$ cat config.mk
export PLATFORM = sky130hd
export DESIGN_NAME = parallel_mac_engine
export DESIGN_NICKNAME = d
export VERILOG_FILES = /design/src/rtl/parallel_mac_engine.sv
export SDC_FILE = /design/constraint.sdc
export NUM_CORES = 1
export LEC_CHECK = 0
export ABC_CLOCK_PERIOD_IN_PS = 8770
export CAP_MARGIN = 0
export CORE_ASPECT_RATIO = 0.6
export CORE_MARGIN = 5
export CORE_UTILIZATION = 50
export CTS_BUF_LIST = sky130_fd_sc_hd__clkbuf_4 sky130_fd_sc_hd__clkbuf_8 sky130_fd_sc_hd__clkbuf_16
export DETAILED_ROUTE_END_ITERATION = 16
export PLACE_DENSITY = 0.69
export SLEW_MARGIN = 40
export SYNTH_ARGS = -nofsm -noshare
export SYNTH_HDL_FRONTEND = slang
export SYNTH_SLANG_ARGS = --single-unit
$ cat constraint.sdc
create_clock -name clk -period 8.77 [get_ports clk]
set_clock_uncertainty 0.15 [all_clocks]
set_input_delay 0.877 -clock clk [delete_from_list [all_inputs] [get_ports clk]]
set_output_delay 0.877 -clock clk [all_outputs]
set_load 0.01 [all_outputs]
$ cat src/rtl/parallel_mac_engine.sv
// Multi-lane multiply-accumulate engine: pixel x weight dot product plus bias,
// with saturation to the output format and optional ReLU, driven by start/busy/done.
module parallel_mac_engine #(
    parameter int NUM_INPUTS   = 4,
    parameter int LANES        = 2,
    parameter int PIXEL_WIDTH  = 10,
    parameter int WEIGHT_WIDTH = 19,
    parameter int OUTPUT_WIDTH = 26,
    parameter int MULT_LATENCY = 2
) (
    input  logic                                 clk,
    input  logic                                 rst,
    input  logic                                 start,
    input  logic                                 relu_en,
    input  logic [NUM_INPUTS*PIXEL_WIDTH-1:0]    IN_PIXELS,
    input  logic [NUM_INPUTS*WEIGHT_WIDTH-1:0]   IN_WEIGHTS,
    input  logic [OUTPUT_WIDTH-1:0]              BIAS,
    output logic                                 busy,
    output logic                                 done,
    output logic [OUTPUT_WIDTH-1:0]              OUT,
    output logic                                 ovf
);

    localparam int BEATS  = (NUM_INPUTS + LANES - 1) / LANES;
    localparam int SLOTS  = BEATS * LANES;
    localparam int BEAT_W = (BEATS > 1) ? $clog2(BEATS) : 1;
    localparam int PROD_W = PIXEL_WIDTH + WEIGHT_WIDTH;
    localparam int ACC_W  = OUTPUT_WIDTH + $clog2(NUM_INPUTS) + 4;
    localparam logic [BEAT_W-1:0]       LAST_BEAT = BEAT_W'(BEATS - 1);
    localparam logic [OUTPUT_WIDTH-1:0] SAT_MAX   = {1'b0, {(OUTPUT_WIDTH-1){1'b1}}};
    localparam logic [OUTPUT_WIDTH-1:0] SAT_MIN   = {1'b1, {(OUTPUT_WIDTH-1){1'b0}}};

    typedef enum logic [1:0] {S_IDLE, S_ISSUE, S_DRAIN, S_FINISH} state_t;

    state_t                          state_q, state_d;
    logic [BEAT_W-1:0]               beat_q, beat_d;
    logic                            accept, issue;

    logic [SLOTS*PIXEL_WIDTH-1:0]    pix_pad;
    logic [SLOTS*WEIGHT_WIDTH-1:0]   wgt_pad;
    logic signed [PIXEL_WIDTH-1:0]   pix_q [SLOTS];
    logic signed [WEIGHT_WIDTH-1:0]  wgt_q [SLOTS];
    logic signed [OUTPUT_WIDTH-1:0]  bias_q;
    logic                            relu_q;

    logic signed [PIXEL_WIDTH-1:0]   lane_pix [LANES];
    logic signed [WEIGHT_WIDTH-1:0]  lane_wgt [LANES];
    logic signed [PROD_W-1:0]        prod_q [MULT_LATENCY][LANES];
    logic [MULT_LATENCY-1:0]         pv_q, pf_q, pl_q;

    logic signed [ACC_W-1:0]         sum_d, sum_q;
    logic                            sv_q, sf_q, sl_q;
    logic signed [ACC_W-1:0]         acc_q;
    logic                            acc_done_q;

    logic [ACC_W-OUTPUT_WIDTH:0]     acc_upper;
    logic                            clamp;
    logic [OUTPUT_WIDTH-1:0]         sat_val, res_val;
    logic [OUTPUT_WIDTH-1:0]         out_q;
    logic                            ovf_q, done_q;

    // Pad the operand buses to whole beats so the unused lanes multiply 0 x 0.
    assign pix_pad = (SLOTS*PIXEL_WIDTH)'(IN_PIXELS);
    assign wgt_pad = (SLOTS*WEIGHT_WIDTH)'(IN_WEIGHTS);

    always_comb begin
        state_d = state_q;
        beat_d  = beat_q;
        accept  = 1'b0;
        issue   = 1'b0;
        case (state_q)
            S_IDLE: begin
                if (start) begin
                    accept  = 1'b1;
                    beat_d  = '0;
                    state_d = S_ISSUE;
                end
            end
            S_ISSUE: begin
                issue = 1'b1;
                if (beat_q == LAST_BEAT) begin
                    beat_d  = '0;
                    state_d = S_DRAIN;
                end else begin
                    beat_d = beat_q + 1'b1;
                end
            end
            S_DRAIN: begin
                if (acc_done_q) state_d = S_FINISH;
            end
            S_FINISH: state_d = S_IDLE;
            default:  state_d = S_IDLE;
        endcase
    end

    always_ff @(posedge clk or negedge rst) begin
        if (!rst) begin
            state_q <= S_IDLE;
            beat_q  <= '0;
        end else begin
            state_q <= state_d;
            beat_q  <= beat_d;
        end
    end

    always_ff @(posedge clk) begin
        if (accept) begin
            for (int i = 0; i < SLOTS; i++) begin
                pix_q[i] <= pix_pad[i*PIXEL_WIDTH +: PIXEL_WIDTH];
                wgt_q[i] <= wgt_pad[i*WEIGHT_WIDTH +: WEIGHT_WIDTH];
            end
            bias_q <= BIAS;
            relu_q <= relu_en;
        end
    end

    always_comb begin
        for (int l = 0; l < LANES; l++) begin
            lane_pix[l] = '0;
            lane_wgt[l] = '0;
        end
        for (int b = 0; b < BEATS; b++) begin
            if (beat_q == BEAT_W'(b)) begin
                for (int l = 0; l < LANES; l++) begin
                    lane_pix[l] = pix_q[b*LANES + l];
                    lane_wgt[l] = wgt_q[b*LANES + l];
                end
            end
        end
    end

    // Product pipeline carries data only; the valid/first/last tags travel alongside it.
    always_ff @(posedge clk) begin
        for (int l = 0; l < LANES; l++) begin
            prod_q[0][l] <= PROD_W'(lane_pix[l]) * PROD_W'(lane_wgt[l]);
            for (int s = 1; s < MULT_LATENCY; s++) begin
                prod_q[s][l] <= prod_q[s-1][l];
            end
        end
        sum_q <= sum_d;
    end

    always_comb begin
        sum_d = '0;
        for (int l = 0; l < LANES; l++) begin
            sum_d = sum_d + ACC_W'(prod_q[MULT_LATENCY-1][l]);
        end
    end

    always_ff @(posedge clk or negedge rst) begin
        if (!rst) begin
            pv_q       <= '0;
            pf_q       <= '0;
            pl_q       <= '0;
            sv_q       <= 1'b0;
            sf_q       <= 1'b0;
            sl_q       <= 1'b0;
            acc_q      <= '0;
            acc_done_q <= 1'b0;
        end else begin
            pv_q[0] <= issue;
            pf_q[0] <= issue && (beat_q == '0);
            pl_q[0] <= issue && (beat_q == LAST_BEAT);
            for (int s = 1; s < MULT_LATENCY; s++) begin
                pv_q[s] <= pv_q[s-1];
                pf_q[s] <= pf_q[s-1];
                pl_q[s] <= pl_q[s-1];
            end
            sv_q <= pv_q[MULT_LATENCY-1];
            sf_q <= pf_q[MULT_LATENCY-1];
            sl_q <= pl_q[MULT_LATENCY-1];
            if (accept) begin
                acc_q      <= '0;
                acc_done_q <= 1'b0;
            end else if (sv_q) begin
                // The first beat folds the sign-extended bias in instead of the cleared value.
                acc_q <= (sf_q ? ACC_W'(bias_q) : acc_q) + sum_q;
                if (sl_q) acc_done_q <= 1'b1;
            end
        end
    end

    // In range exactly when every bit above the output sign bit matches it.
    assign acc_upper = acc_q[ACC_W-1:OUTPUT_WIDTH-1];
    assign clamp     = !((&acc_upper) || (~|acc_upper));
    assign sat_val   = clamp ? (acc_q[ACC_W-1] ? SAT_MIN : SAT_MAX) : acc_q[OUTPUT_WIDTH-1:0];
    assign res_val   = (relu_q && sat_val[OUTPUT_WIDTH-1]) ? '0 : sat_val;

    always_ff @(posedge clk or negedge rst) begin
        if (!rst) begin
            out_q  <= '0;
            ovf_q  <= 1'b0;
            done_q <= 1'b0;
        end else begin
            done_q <= (state_q == S_FINISH);
            if (state_q == S_FINISH) begin
                out_q <= res_val;
                ovf_q <= clamp;
            end
        end
    end

    assign busy = (state_q != S_IDLE);
    assign done = done_q;
    assign OUT  = out_q;
    assign ovf  = ovf_q;

endmodule

==> results of run 1 <==
## metal layers
layer / part of all wire / vias to the layer above / track usage
met2: 0.40 / 631 / 0.334
met3: 0.084 / 70 / 0.0573
li1: - / 8929 / -
met4: 0.012 / 0 / 0.0296
met5: 0 / - / 0
met1: 0.51 / 9456 / 0.374
## cell usage after synthesis, drive strengths merged, types with 14 or more instances
master / count / area share
a211oi: 19 / 0.0057
a21o: 47 / 0.013
a21oi: 120 / 0.022
clkbuf: 46 / 0.0063
dfrtp: 73 / 0.066
dfxtp: 146 / 0.11
edfxtp: 143 / 0.16
fa: 328 / 0.24
ha: 198 / 0.090
inv: 487 / 0.066
mux2: 75 / 0.031
mux2i: 66 / 0.024
nand2: 261 / 0.036
nand2b: 14 / 0.0032
nand3: 15 / 0.0027
nor2: 232 / 0.032
nor3: 24 / 0.0044
o21a: 20 / 0.0055
o21ai: 62 / 0.011
o22ai: 29 / 0.0066
xnor2: 81 / 0.026
xor2: 29 / 0.0092
## cells in the final DEF (no fill, tap or decap), drive strengths merged, types with 62 or more instances in the layout
cell type,n
clkdlybuf4s50,173
inv,493
o21ai,62
edfxtp,143
mux2,75
ha,198
dfxtp,146
a21oi,120
xnor2,81
dfrtp,73
nand2,261
fa,328
mux2i,66
nor2,232
## final cells by class
| class | count | area [sq um] | share of cell area |
|---|---|---|---|
| clock buffers | 47 | 1050 | 0.0335 |
| inverters | 488 | 1840 | 0.0587 |
| multi-input cells | 1753 | 16400 | 0.524 |
| flip-flops and latches | 362 | 9050 | 0.289 |
| clock inverters | 18 | 174 | 0.00555 |
| well taps | 714 | 893 | 0.0285 |
| repair buffers | 194 | 1900 | 0.0606 |
## through the flow
| stage | instances | area (sq um) |
|---|---|---|
| 3_5_place_dp | 3510 | 30100 |
| 5_1_grt | 3576 | 31300 |
| 3_3_place_gp | 3510 | 30100 |
| 4_1_cts | 3576 | 31300 |
| 2_1_floorplan | 2660 | 27500 |
| 6_report | 3576 | 31300 |
## worst register-to-register path, delay by kind of cell, from the launching register on
family	cells	cell delay [ns]
buffers and inverters	4	1.00
muxes	2	0.85
adders and majority gates	6	2.83
and+or+nand+nor	3	0.36
AOI/OAI and AO/OA	7	1.36
DFF	1	0.71
## sequential cells by signal, indices dropped and copies added (netlist names), 2 cells and up
name and flops:
sum_q 30, pix_q 40, pv_q 2, acc_q 32
prod_q 116, pf_q 2, bias_q 26, wgt_q 76
OUT 26, pl_q 2, state_q 2
## logic make-up after synthesis
| logic type | synth area share |
|---|---|
| AOI/OAI and AO/OA | 0.0837 |
| muxes | 0.0548 |
| buffers and inverters | 0.0745 |
| adders and majority gates | 0.329 |
| xor gates and xnor gates | 0.0350 |
| DFF | 0.329 |
| and+or+nand+nor | 0.0941 |
## worst paths after layout
path / start / slack (ns) / cells after the start / to
setup / recovery: beat_q / 1.39 / 22 / prod_q[0][57]
hold / removal: prod_q[0][53] / 0.17 / 0 / prod_q[0][111]
setup reg to reg: beat_q / 1.39 / 22 / prod_q[0][57]
hold reg to reg: prod_q[0][53] / 0.17 / 0 / prod_q[0][111]
max in group asynchronous: rst / 7.05 / 3 / beat_q
min in group asynchronous: rst / 0.55 / 2 / OUT[8]
==> metrics, run 1 <==
All-Layer GR Usage 0.235; Placer Congestion ~0.9; Avg WL per Cell ~19 um; root buffer cell clkbuf_16; post_cts resized 0; Post-synth EDFFs approximately 140; setup ws final 1.39 ns; max-slew violations 0; Most common cell on crit path fa_1; Crit. End Element register; Seq/Total Area, Yosys 0.329; worst path arrival time around 7.7 ns; Num Clock Sinks between 300 and 400; Fmax 135 MHz; PortBufs 174; Skew-Pair Late Insertion Delay between 0.5 and 0.6 ns; Hold Fails Final Rpt 0; Slew HR 0.421; Die Y ~190 um; DIE WIDTH 313 um; full die area approximately 60000 sq um; crit-path max FO 27; Setup Fix Bufs, Post-CTS 0; Diodes inserted 0; setup_tns 0 ns; largest stage delay on the critical path roughly 0.7 ns; status finished, final reports clean; Via density 5.34; critical path cell sequence buf_4 -> buf_4 -> mux2i_1 -> nor2_1 -> fa_1 -> fa_1 -> fa_1 -> fa_1 -> inv_1 -> fa_1 -> inv_1 -> ha_1 -> a21o_1 -> a21o_1 -> a21oi_1 -> o21ai_0 -> o21ai_0 -> nand3_1 -> a221o_1 -> a31oi_1 -> mux2i_1 -> nand4_1; hold slack final roughly 0.17 ns; fillers 4580; Crit Path Class register to register; synth unique cells 66; RSZ-0062 raised after global routing no; CTS Buffer Depth 3; 1st-iter DRT viols 1430; Synthesized Nets approximately 3300; period utilization 0.842; Area growth syn-to-layout 14.0%; DRT antenna net count 0; asr flop ratio synth 0.202; layout cells sized above 1 0.0667; first-pass GRT wire length 112000 um; top_reg_cell synth dfxtp_1; Hold WC Path Type register to register; Gate Count Post-Synth ~2700; Setup violations, final 0; Synth Warn # 0; vias in the first global route approximately 20000; Placement Rows between 60 and 70; Syn Std Cell Area 27500 sq um; via count between 15000 and 20000; #FFs+latches synth around 360; crit path buf inv count 4; Crit path max-delay family adder cells; Initial Utilization 0.507; Setup Slack @ Placement ~1.4 ns; CP Launch Type register; hold_buf cts 1; min Tclk post-route 7.38 ns; DRC errors left 0; Routed WL 68600 um; hpwl dp about 56000 um; CTS tree built; Crit path required time approximately 9.1 ns; Worst Max-Slew Pin Slew ~0.86 ns; largest net degree at the start of global routing 92; H-Tree Level Count 2; initial antenna violation count 0; fin util 0.578; clock transition at the registers of the reported paths ~0.070 ns; maxcap violations 0; CTS Buf Count 36; Nets about 3500; Max stage delay cell, worst path dfrtp_4; I/O Pins about 180; Remaining Overflow, GRT 0; Syn Area/Cell 10.3 sq um; DRT Pass-1 Iters 5; core area around 54000 sq um
Power of run 1 is not shown: default switching activity piles up to over one toggle a cycle in this logic, so the estimate is an artifact.
==> run 2: changes to the inputs <==
Settings changed: ABC_CLOCK_PERIOD_IN_PS 8770 to 7340.
Clock period 8.77 ns to 7.34 ns, I/O delays scaled along.
==> run 2 against run 1 <==
  * Die area did not move
  * Register-to-register slack got worse by 1.0 ns
  * Critical path depth rose by 1
  * Routed wire length rose by 1.6%
  * Global-route usage rose by 0.33 points
  * Clock-buffer cell count fell by 3
  * First-iteration DRC count rose by 14%
  * Largest cell class unchanged
==> metrics, run 2 (synthesis results as in run 1) <==
max-slew violations 0 (unchanged); root buffer cell clkbuf_16; Nets 3528 (+0.60%); worst reg-to-reg setup slack 0.38 ns (-1.01 ns); Area growth syn-to-layout 15.0%; DIE WIDTH 313 um (unchanged); Remaining Overflow, GRT 0 (unchanged); most frequent cells in the layout inv_1, fa_1, nand2_1, nor2_1, ha_1; largest registers prod_q x116, wgt_q x76, pix_q x40; number of flip-flops in the largest register 116 (unchanged); Routed WL 69600 um (+1.6%); Largest Register prod_q; Setup violations, final 0 (unchanged); core area 54300 sq um (unchanged); status finished, final reports clean; Crit Path Class register to register; Placement Rows 66 (unchanged); initial antenna violation count 1 (+1); Crit path required time 7.62 ns (-1.43 ns); 1st-iter DRT viols 1626 (+14%); DRC errors left 0 (unchanged); clock transition at the registers of the reported paths 0.06 ns (about the same); full die area 59900 sq um (unchanged); hold_buf cts 0 (-1); CTS Buffer Depth 3 (unchanged); Hold Fails Final Rpt 0 (unchanged); Hold WC Path Type input pin to asynchronous set/reset pin; Initial Utilization 0.507 (unchanged); Die Y 192 um (unchanged); Slew HR 0.437 (+0.0158); Diodes inserted 0 (unchanged); CTS Buf Count 37 (+2.8%); Skew-Pair Late Insertion Delay 0.56 ns (about the same); Avg WL per Cell 19.4 um (+0.93%); largest net degree at the start of global routing 123 (+34%); DRT antenna net count 0 (unchanged); CTS tree built; worst path arrival time 7.24 ns (-0.42 ns); vias in the first global route 20500 (+1.1%); min Tclk post-route 6.96 ns (-0.424 ns); Reg2Reg Depth 23 (+4.5%); setup_tns 0 ns (unchanged); Fmax 144 MHz (+6.1%); Placer Congestion 0.955 (+5.6%); All-Layer GR Usage 0.238 (+0.00327); DRT Pass-1 Iters 5 (unchanged); period utilization 0.948 (+0.106); I/O Pins 175 (unchanged); Crit. End Element register; RSZ-0062 raised after global routing no; CP Launch Type register; PortBufs 174 (unchanged); crit-path max FO 17 (-37%); H-Tree Level Count 2 (unchanged); layout cells sized above 1 0.0745 (+0.00779); FF-to-FF Start beat_q; hpwl dp 55700 um (about the same); Via density 5.34 (about the same); commonest non-fill, non-tap cell in the layout inv_1; Num Clock Sinks 362 (unchanged); Worst Max-Slew Pin Slew 0.844 ns (-0.0175 ns); worst r2r dst prod_q[0][28]; via count 19200 (+0.62%); maxcap violations 0 (unchanged); first-pass GRT wire length 113000 um (+1.3%)
==> run 2: cell count changes in the layout (fill, tap and decap cells not counted), moves of 2 or more <==
cell / before / now
buf_4: 18 / 36
clkbuf_8: 5 / 0
buf_12: 0 / 4
clkinv_2: 3 / 7
bufinv_16: 1 / 4
clkinv_1: 4 / 2
clkinv_4: 2 / 0
==> run 2: worst max-delay path by stage <==
stage	depth (start not counted)	from	slack, ns	to
final	23	beat_q	0.38	prod_q[0][28]
after global routing	23	beat_q	0.07	prod_q[0][28]
after CTS	21	beat_q	0.29	prod_q[0][57]
after detailed placement	21	beat_q	0.31	prod_q[0][57]
after global placement	21	beat_q	0.45	prod_q[0][57]
after floorplan	26	beat_q	0.17	prod_q[0][28]
==> run 2: layout make-up <==
cell class / count / area, sq um
fill: 4626 / 22600
multi-input combinational: 1753 / 16400
sequential: 362 / 9050
timing repair buffer: 214 / 2090
inverter: 488 / 1840
clock buffer: 44 / 1010
tap: 714 / 893
clock inverter: 24 / 303
==> run 2: per-stage QoR <==
stage	util	instance area [sq um]	hold WS (ns)	std cells	worst slack, ns
final	0.583	31600	0.0349	3599	0.381
after CTS	0.582	31600	0.0496	3598	0.290
after detailed placement	0.558	30300	0.162	3530	0.308
after global placement	0.558	30300	0.163	3530	0.450
after floorplan	-	27500	0.160	2660	0.166
after global routing	0.583	31600	0.0858	3599	0.0673
==> run 2: critical path: stages (launching register included) <==
cell and delay, ns:
dfrtp_4 0.69, buf_4 0.26, mux2i_1 0.11, nor2_1 0.49
fa_1 0.52, inv_1 0.09, fa_1 0.38, inv_1 0.08
fa_1 0.42, fa_1 0.49, inv_1 0.05, fa_1 0.47
inv_1 0.04, ha_1 0.32, a2111o_1 0.43, a211oi_1 0.34
a211o_1 0.18, a21oi_1 0.14, o31a_1 0.38, nand4_1 0.13
nor4b_1 0.23, o21bai_1 0.13, a21oi_1 0.18, xnor2_1 0.08
==> run 2: per-layer routing <==
layer	up-vias	wire length, um	track usage
li1	8968	-	-
met1	9471	34700	0.371
met2	674	27300	0.335
met3	92	6430	0.0666
met4	0	1210	0.0413
met5	-	0	0.000812
==> run 2: repair_timing <==
action	in CTS	in global routing
endpoints found under the hold margin	0	0
resized for setup	0	3
setup endpoints to repair	0	3
buffers inserted	0	1
Power of run 2 is left out for the same reason.
==> run 3: changes to the inputs <==
Settings changed: ABC_CLOCK_PERIOD_IN_PS 7340 to 7800, GPL_TIMING_DRIVEN from default to 0, TNS_END_PERCENT from default to 1.
Clock period 7.34 ns to 7.8 ns, I/O delays scaled along.
==> run 3 against run 2 <==
  * Routed wire length rose by 8.3%
  * Flip-flop and latch count unchanged
  * Final cell count increased by 0.69%
  * Global-route usage is 2.1 points higher
  * Critical path depth grew 3
  * Die area unchanged
  * Sequential share of layout area is 0.30 points lower
==> metrics, run 3 (synthesis results as in run 1) <==
status finished, final reports clean; most frequent cells in the layout inv_1, fa_1, nand2_1, nor2_1, ha_1; CTS Buffer Depth 3 (unchanged); Die Y 192 um (unchanged); layout cells sized above 1 0.0767 (+0.00214); Reg2Reg Depth 26 (+13%); DRT antenna net count 0 (unchanged); Crit path required time 8.16 ns (+0.54 ns); commonest non-fill, non-tap cell in the layout inv_1; Routed WL 75400 um (+8.3%); worst path arrival time 7.84 ns (+0.60 ns); Num Clock Sinks 362 (unchanged); max-slew violations 0 (unchanged); fin util 0.589 (+0.00600); 1st-iter DRT viols 1451 (-11%); largest registers prod_q x116, wgt_q x76, pix_q x40; setup_tns 0 ns (unchanged); via count 19500 (+1.5%); crit-path max FO 10 (-7); Area growth syn-to-layout 16.2%; setup ws final 0.315 ns (-0.0657 ns); min Tclk post-route 7.48 ns (+0.526 ns); CTS Buf Count 37 (unchanged); Remaining Overflow, GRT 0 (unchanged); RSZ-0062 raised after global routing no; Most common cell on crit path fa_1; hpwl dp 62300 um (+12%); I/O Pins 175 (unchanged); Skew-Pair Late Insertion Delay 0.60 ns (+0.04 ns); DRT Pass-1 Iters 5 (unchanged); root buffer cell clkbuf_16; Hold WC Path Type register to register; Crit Path Class register to register; Max stage delay cell, worst path fa_1; core area 54300 sq um (unchanged); first-pass GRT wire length 118000 um (+4.7%); largest stage delay on the critical path 0.52 ns (-0.17 ns); CTS tree built; All-Layer GR Usage 0.259 (+0.0212); Worst Max-Slew Pin Slew 0.930 ns (+0.0859 ns); Setup Slack @ Placement -1.06 ns (-1.37 ns); Initial Utilization 0.507 (unchanged); CP Launch Type register; Fmax 134 MHz (-7.0%); PortBufs 174 (unchanged); Worst Hold Path Cells 0; largest net degree at the start of global routing 50 (-59%); Hold Fails Final Rpt 0 (unchanged); Setup violations, final 0 (unchanged); number of flip-flops in the largest register 116 (unchanged); Nets 3552 (+0.68%); Placement Rows 66 (unchanged); H-Tree Level Count 2 (unchanged); Slew HR 0.362 (-0.0750); Crit. End Element register; Avg WL per Cell 20.8 um (+7.5%); DRC errors left 0 (unchanged); Largest Register prod_q; initial antenna violation count 1 (unchanged); DIE WIDTH 313 um (unchanged); Placer Congestion 0.952 (-0.34%); full die area 59900 sq um (unchanged); period utilization 0.960 (+0.0115); maxcap violations 0 (unchanged); clock transition at the registers of the reported paths 0.07 ns (about the same); vias in the first global route 20500 (-0.054%); hold slack final 0.170 ns (+0.135 ns); Via density 5.38 (+0.83%)
-- run 3: cell types whose count changed in the layout (fill, tap and decap cells not counted), moves of 3 or more --
| cell | before | now |
|---|---|---|
| clkbuf_1 | 0 | 32 |
| buf_4 | 36 | 6 |
| mux2i_1 | 62 | 41 |
| mux2i_4 | 0 | 13 |
| mux2i_2 | 4 | 12 |
| clkbuf_2 | 0 | 6 |
| clkbuf_8 | 0 | 4 |
| clkinv_2 | 7 | 3 |
| buf_1 | 0 | 3 |
| buf_6 | 1 | 4 |
-- run 3: final cells by class --
cell class / instances / area (sq um)
diodes: 1 / 2.50
flip-flops and latches: 362 / 9040
plain buffers: 53 / 274
clock inverters: 24 / 320
well taps: 714 / 893
clock buffers: 44 / 997
inverters: 488 / 1830
multi-input cells: 1753 / 16600
repair buffers: 185 / 1930
fillers: 4491 / 22300
-- run 3: path summary, 6_finish.rpt --
check / start / endpoint / slack, ns
max: beat_q / prod_q[0][28] / 0.32
max in group asynchronous: rst / acc_q[26] / 6.47
max reg2reg: beat_q / prod_q[0][28] / 0.32
min in group asynchronous: rst / OUT[3] / 0.46
min: prod_q[0][23] / prod_q[0][81] / 0.17
min reg2reg: prod_q[0][23] / prod_q[0][81] / 0.17
-- run 3: repair_timing --
action | in CTS | in global routing
setup endpoints to repair | 27 | 8
buffers inserted | 3 | 2
hold buffers | 1 | 0
pin swaps | 0 | 0
endpoints found under the hold margin | 24 | 0
gates resized for setup | 26 | 38
-- run 3: per-stage QoR --
| stage | cell area [sq um] | instances |
|---|---|---|
| 3_3_place_gp | 30100 | 3548 |
| 2_1_floorplan | 27500 | 2660 |
| 6_report | 31900 | 3624 |
| 5_1_grt | 31900 | 3623 |
| 4_1_cts | 31800 | 3623 |
| 3_5_place_dp | 30300 | 3553 |
-- run 3: layer usage --
metal / routed length (um) / track usage
met5: 0 / 0
met4: 1070 / 0.0463
met3: 9330 / 0.101
met2: 27900 / 0.340
met1: 37100 / 0.406
-- run 3: worst max-delay path, delay by kind of cell (launching register included) --
family / cells / cell delay [ns]
muxes: 1 / 0.42
DFF: 1 / 0.33
xor gates and xnor gates: 1 / 0.13
adders and majority gates: 6 / 2.77
buffers and inverters: 8 / 1.22
AOI/OAI and AO/OA: 7 / 1.79
and+or+nand+nor: 3 / 0.54
Power of run 3 is left out for the same reason.
